File: config.mk
export PLATFORM = sky130hd
export DESIGN_NAME = alu_operand_stage
export DESIGN_NICKNAME = d
export VERILOG_FILES = /design/src/rtl/alu_operand_stage_pkg.sv /design/src/rtl/alu_operand_stage_fwd_mux.sv /design/src/rtl/alu_operand_stage.sv
export SDC_FILE = /design/constraint.sdc
export NUM_CORES = 1
export LEC_CHECK = 0
export BUFFER_PORTS_ARGS = -buffer_cell sky130_fd_sc_hd__buf_2
export CORE_AREA = 5 5 127 129
export DETAILED_ROUTE_END_ITERATION = 7
export DIE_AREA = 0 0 132 134
export PLACE_DENSITY_LB_ADDON = 0.08
export RECOVER_POWER = 50
export SYNTH_ARGS = -nofsm -noshare
export SYNTH_HDL_FRONTEND = slang
export SYNTH_SLANG_ARGS = --single-unit
File: constraint.sdc
create_clock -name clk -period 2 [get_ports clk]
set_clock_uncertainty 0.15 [all_clocks]
set_input_delay 0.2 -clock clk [delete_from_list [all_inputs] [get_ports clk]]
set_output_delay 0.2 -clock clk [all_outputs]
set_load 0.05 [all_outputs]
File: src/rtl/alu_operand_stage_pkg.sv
// Shared types and encodings for the ALU operand stage: opcodes, operand selects, register index.
package alu_operand_stage_pkg;

   typedef logic [4:0] reg_idx_t;

   localparam logic [3:0] ALU_PASS_B = 4'b0000;
   localparam logic [3:0] ALU_ADD    = 4'b0001;
   localparam logic [3:0] ALU_SUB    = 4'b0010;
   localparam logic [3:0] ALU_SLL    = 4'b0011;
   localparam logic [3:0] ALU_SLT    = 4'b0100;
   localparam logic [3:0] ALU_SLTU   = 4'b0101;
   localparam logic [3:0] ALU_SRL    = 4'b0110;
   localparam logic [3:0] ALU_SRA    = 4'b0111;
   localparam logic [3:0] ALU_AND    = 4'b1000;
   localparam logic [3:0] ALU_OR     = 4'b1001;
   localparam logic [3:0] ALU_LUI    = 4'b1010;
   localparam logic [3:0] ALU_AUIPC  = 4'b1011;
   localparam logic [3:0] ALU_XOR    = 4'b1100;

   typedef enum logic [1:0] {
      A_RS1   = 2'd0,
      A_PC    = 2'd1,
      A_ZERO  = 2'd2,
      A_ZERO2 = 2'd3
   } a_sel_t;

   typedef enum logic {
      B_RS2 = 1'b0,
      B_IMM = 1'b1
   } b_sel_t;

endpackage

File: src/rtl/alu_operand_stage_fwd_mux.sv
// Single-source operand forwarding: EX result (non-load) beats MEM writeback beats register file.
module operand_fwd_mux
   import alu_operand_stage_pkg::*;
(
   input  reg_idx_t    src,
   input  logic [31:0] reg_data,
   input  logic        ex_valid,
   input  logic        ex_reg_write,
   input  logic        ex_mem_read,
   input  reg_idx_t    ex_rd,
   input  logic [31:0] ex_result,
   input  logic        mem_reg_write,
   input  reg_idx_t    mem_rd,
   input  logic [31:0] mem_result,
   output logic [31:0] fwd_data
);

   logic src_nz;
   logic hit_ex;
   logic hit_mem;

   // A load in EX has only its address on ex_result, so it is never a source here.
   assign src_nz  = (src != 5'd0);
   assign hit_ex  = ex_valid & ex_reg_write & ~ex_mem_read & (ex_rd == src) & src_nz;
   assign hit_mem = mem_reg_write & (mem_rd == src) & src_nz;

   always_comb begin
      fwd_data = reg_data;
      if (hit_ex)
         fwd_data = ex_result;
      else if (hit_mem)
         fwd_data = mem_result;
   end

endmodule

File: src/rtl/alu_operand_stage.sv
// ID/EX operand stage: operand selection, forwarding and load-use stall, registered into EX.
// OPERAND_FWD_EN enables bypassing; without it sources come from the register file and any hazard stalls.
module alu_operand_stage
   import alu_operand_stage_pkg::*;
(
   input  logic        clk,
   input  logic        reset,
   input  logic        id_valid,
   input  logic [31:0] id_pc,
   input  logic [31:0] id_rs1_data,
   input  logic [31:0] id_rs2_data,
   input  logic [4:0]  id_rs1,
   input  logic [4:0]  id_rs2,
   input  logic [4:0]  id_rd,
   input  logic [31:0] id_imm,
   input  logic [3:0]  id_alu_op,
   input  logic [1:0]  id_a_sel,
   input  logic        id_b_sel,
   input  logic        id_reg_write,
   input  logic        id_mem_read,
   input  logic        id_mem_write,
   input  logic [31:0] ex_result,
   input  logic [4:0]  mem_rd,
   input  logic        mem_reg_write,
   input  logic [31:0] mem_result,
   input  logic        flush,
   output logic [31:0] alu_a,
   output logic [31:0] alu_b,
   output logic [3:0]  alu_op,
   output logic        ex_valid,
   output logic [4:0]  ex_rd,
   output logic        ex_reg_write,
   output logic        ex_mem_read,
   output logic        ex_mem_write,
   output logic [31:0] ex_store_data,
   output logic        stall
);

   logic [31:0] rs1_val;
   logic [31:0] rs2_val;
   logic [31:0] a_next;
   logic [31:0] b_next;
   logic        rs1_used;
   logic        rs2_used;
   logic        rs1_hazard;
   logic        rs2_hazard;
   logic        bubble;

   assign rs1_used = (id_a_sel == A_RS1);
   assign rs2_used = (id_b_sel == B_RS2) | id_mem_write;

`ifdef OPERAND_FWD_EN
   operand_fwd_mux u_fwd_rs1 (
      .src          (id_rs1),
      .reg_data     (id_rs1_data),
      .ex_valid     (ex_valid),
      .ex_reg_write (ex_reg_write),
      .ex_mem_read  (ex_mem_read),
      .ex_rd        (ex_rd),
      .ex_result    (ex_result),
      .mem_reg_write(mem_reg_write),
      .mem_rd       (mem_rd),
      .mem_result   (mem_result),
      .fwd_data     (rs1_val)
   );

   operand_fwd_mux u_fwd_rs2 (
      .src          (id_rs2),
      .reg_data     (id_rs2_data),
      .ex_valid     (ex_valid),
      .ex_reg_write (ex_reg_write),
      .ex_mem_read  (ex_mem_read),
      .ex_rd        (ex_rd),
      .ex_result    (ex_result),
      .mem_reg_write(mem_reg_write),
      .mem_rd       (mem_rd),
      .mem_result   (mem_result),
      .fwd_data     (rs2_val)
   );

   // Only a load in EX cannot be bypassed; everything else is covered by the muxes.
   assign rs1_hazard = rs1_used & ex_valid & ex_mem_read & (ex_rd != 5'd0) & (ex_rd == id_rs1);
   assign rs2_hazard = rs2_used & ex_valid & ex_mem_read & (ex_rd != 5'd0) & (ex_rd == id_rs2);
`else
   logic unused_fwd;

   assign rs1_val    = id_rs1_data;
   assign rs2_val    = id_rs2_data;
   assign unused_fwd = ^{ex_result, mem_result};

   // No bypass: wait until neither EX nor MEM still owes a write to a used source.
   assign rs1_hazard = rs1_used & (id_rs1 != 5'd0) &
                       ((ex_valid & ex_reg_write & (ex_rd == id_rs1)) |
                        (mem_reg_write & (mem_rd == id_rs1)));
   assign rs2_hazard = rs2_used & (id_rs2 != 5'd0) &
                       ((ex_valid & ex_reg_write & (ex_rd == id_rs2)) |
                        (mem_reg_write & (mem_rd == id_rs2)));
`endif

   assign stall  = id_valid & (rs1_hazard | rs2_hazard) & ~reset & ~flush;
   assign bubble = reset | flush | stall | ~id_valid;

   always_comb begin
      a_next = 32'h0;
      case (id_a_sel)
         A_RS1:   a_next = rs1_val;
         A_PC:    a_next = id_pc;
         default: a_next = 32'h0;
      endcase
      b_next = (id_b_sel == B_IMM) ? id_imm : rs2_val;
   end

   always_ff @(posedge clk) begin
      if (bubble) begin
         alu_a         <= 32'h0;
         alu_b         <= 32'h0;
         alu_op        <= ALU_PASS_B;
         ex_valid      <= 1'b0;
         ex_rd         <= 5'd0;
         ex_reg_write  <= 1'b0;
         ex_mem_read   <= 1'b0;
         ex_mem_write  <= 1'b0;
         ex_store_data <= 32'h0;
      end else begin
         alu_a         <= a_next;
         alu_b         <= b_next;
         alu_op        <= id_alu_op;
         ex_valid      <= 1'b1;
         ex_rd         <= id_rd;
         ex_reg_write  <= id_reg_write;
         ex_mem_read   <= id_mem_read;
         ex_mem_write  <= id_mem_write;
         ex_store_data <= rs2_val;
      end
   end

endmodule

==> flow_summary.yaml <==
outcome:
  run_status: "complete, but fails checks"
  violations: "negative hold slack, negative setup slack"
floorplanning:
  die_area_um2: 17690
  rows: 45
  core_area_um2: 14920
  die_w_um: 132
  die_height_um: 134
  top_level_ports: 337
  initial_core_util: 0.2699
synth:
  synth_area_um2: 4026
  yosysSeqAreaShare: 0.5420
  yosysWarnings: 0
  synthMuxAreaShare: 0.1591
  synthCells: 359
  synth_compound_area_frac: 0.01336
  synthXorXnorAreaFrac: 0.04351
  syn-mean-instance-area_um2: 11.22
  ys_types: 21
  synthAdderAreaFrac: 0
  synth-simple-area-share: 0.2045
  syn-num-nets: 586
  ys_ff_latch: 109
  synth_top_family_by_area: "simple AND/OR/NAND/NOR gates"
finish:
  final_common_cell: "buf_2"
  diodes: 0
  multiInputGateArea_um2: 1822
  fillers: 1461
  final_cell_mix: "buf_2, dfxtp_1, dlygate4sd3_1"
  area_growth_pct: 67.03
  ff_latch_area_um2: 2188
  instances_no_fill: 882
  drive_above_1_share: 0.4179
  nets: 919
cts:
  cts_inserted_buffers: 9
  clock_latency_ns: 0.34
  clock_sinks: 109
  root_buffer: "clkbuf_16"
  cts_tree: "yes"
  cts.reportedPaths.clkPinSlew_ns: 0.07
  h-tree-depth: 3
  clockBufferDepth: 2
placement:
  io_buffer_count: 272
  placed_cells: 794
  post-place-ws_ns: 0.03173
  place_hpwl_um: 10340
  place.gp.congestion: 0.8487
routing:
  drt-total-wl_um: 15300
  drc: 0
  drt_iter0_drc: 99
  dr.pass1.iters: 4
  viasPerCell: 4.544
  ant_nets: 0
  routedWlPerCell_um: 17.35
  dr_total_vias: 4008
power_and_ir_drop:
  power_density_nw_per_um2: 722.2
  power_leakage_nw: 3.273
  ir_drop_uv: 341.0
timing:
  period_share: 1.031
  setup_viol: 7
  rsz0062_at_grt: "true"
  worst_slack_ns: -0.06164
  finalHoldViolCount: 2
  relSlewSlack: 0.5495
  fmax_ghz: 0.4851
  period_minus_slack_ns: 2.062
  slew_violations: 0
  tightest_slew_ns: 0.6786
  fin_hold_ws_ns: -0.01134
worst_setup_path:
  max_stage_delay_ns: 0.34
  crit_fanout: 3
  critPathArrivalTime_ns: 1.71
  cp-end-kind: "output pin"
  start_kind: "flop"
  cp_cell_sequence: "xor2_1 > nor4_1 > a32o_2 > a22oi_2 > nor2_4 > buf_8"
  cp_slowest_cell: "dfxtp_2"
  critPathKind: "flop to output pin"
  critPathRequiredTime_ns: 1.65
global_route:
  grt_max_degree: 45
  overflow: 0
  grt_pass1_vias: 4235
  grtUsageTotal: 0.1592
  antenna_found_initial: 1
  grt_pass1_wl_um: 22560
job:
  drv_cap: 0
min_path:
  hold_class: "input port to flop"
## worst paths after layout
check	cells after the start	to	from	slack, ns
hold reg to reg	7	alu_a[7]	ex_valid	1.18
setup / recovery	6	stall	ex_rd[2]	-0.06
setup reg to reg	8	alu_a[1]	ex_rd[4]	-0.02
hold / removal	3	alu_b[3]	id_imm[3]	-0.01
## cells in the mapped netlist
master | n | share of area
a211oi_1 | 1 | 0.0019
a21oi_1 | 1 | 0.0012
a22o_1 | 1 | 0.0022
a22oi_2 | 1 | 0.0031
a32o_1 | 2 | 0.0050
and2_1 | 1 | 0.0016
and3_1 | 44 | 0.068
buf_1 | 1 | 0.00093
buf_2 | 4 | 0.0050
buf_6 | 2 | 0.0056
clkbuf_1 | 28 | 0.026
dfxtp_1 | 109 | 0.54
mux2i_1 | 64 | 0.16
nand2_1 | 2 | 0.0019
nor2_1 | 7 | 0.0065
nor2b_1 | 1 | 0.0016
nor3_1 | 34 | 0.042
nor4_1 | 19 | 0.030
nor4_2 | 17 | 0.053
xnor2_1 | 2 | 0.0044
xor2_1 | 18 | 0.039
## layout make-up
class	instances	area share
Timing Repair Buffer	357	0.3260
Sequential cell	109	0.3254
Multi-Input combinational cell	215	0.2709
Clock buffer	11	0.03758
Tap cell	188	0.03498
Clock inverter	2	0.005209
## worst max-delay path: cells and delay by family (launching register included)
family	cells	cell delay (ns)
xor gates and xnor gates	1	0.14
DFF	1	0.34
and+or+nand+nor	2	0.44
buffers and inverters	1	0.15
AOI/OAI and AO/OA	2	0.29
## cells by family after synthesis
kind of cell	Yosys count
AO/OA/AOI/OAI	6
AND/OR/NAND/NOR	125
buffers and inverters	35
flip-flops	109
multiplexers	64
XOR/XNOR	20
## report_power, final
group | internal, mW | switching, mW | total [mW]
clock network | 1.02 | 0.750 | 1.77
registers | 2.23 | 0.0177 | 2.25
logic | 0.357 | 0.488 | 0.845
## registers in the layout, indices dropped and copies added (netlist names)
name / flops
ex_reg_write: 1
ex_store_data: 32
alu_b: 32
alu_a: 32
ex_rd: 5
ex_valid: 1
ex_mem_read: 1
alu_op: 4
ex_mem_write: 1
## layer usage
metal  GRT usage  vias to the layer above  share of wire
met1      0.1796                     1833           0.39
li1            -                     1951              -
met2      0.2704                      193           0.49
met5           0                        -        0.00085
met3     0.05814                       29          0.090
met4     0.06971                        2          0.026
## per-stage QoR
| step | TNS [ns] | cell area [µm²] | power [mW] | util |
|---|---|---|---|---|
| after floorplan | 0 | 4040 | 2.725 | - |
| after global placement | 0 | 5614 | 3.015 | 0.3763 |
| after detailed placement | 0 | 5614 | 3.023 | 0.3763 |
| after CTS | -0.09830 | 6603 | 4.911 | 0.4425 |
| after global routing | -5.884 | 6725 | 5.064 | 0.4507 |
| final | -0.1083 | 6725 | 4.857 | 0.4507 |
## repair_timing
item / in CTS / in global routing
setup endpoints to repair: 1 / 66
endpoints found under the hold margin: 65 / 0
resized for setup: 5 / 18
cloned: 0 / 4
pin swaps: 7 / 4
hold buffers: 65 / 0
buffers inserted: 5 / 2
Power figures use the tool's default switching activity.
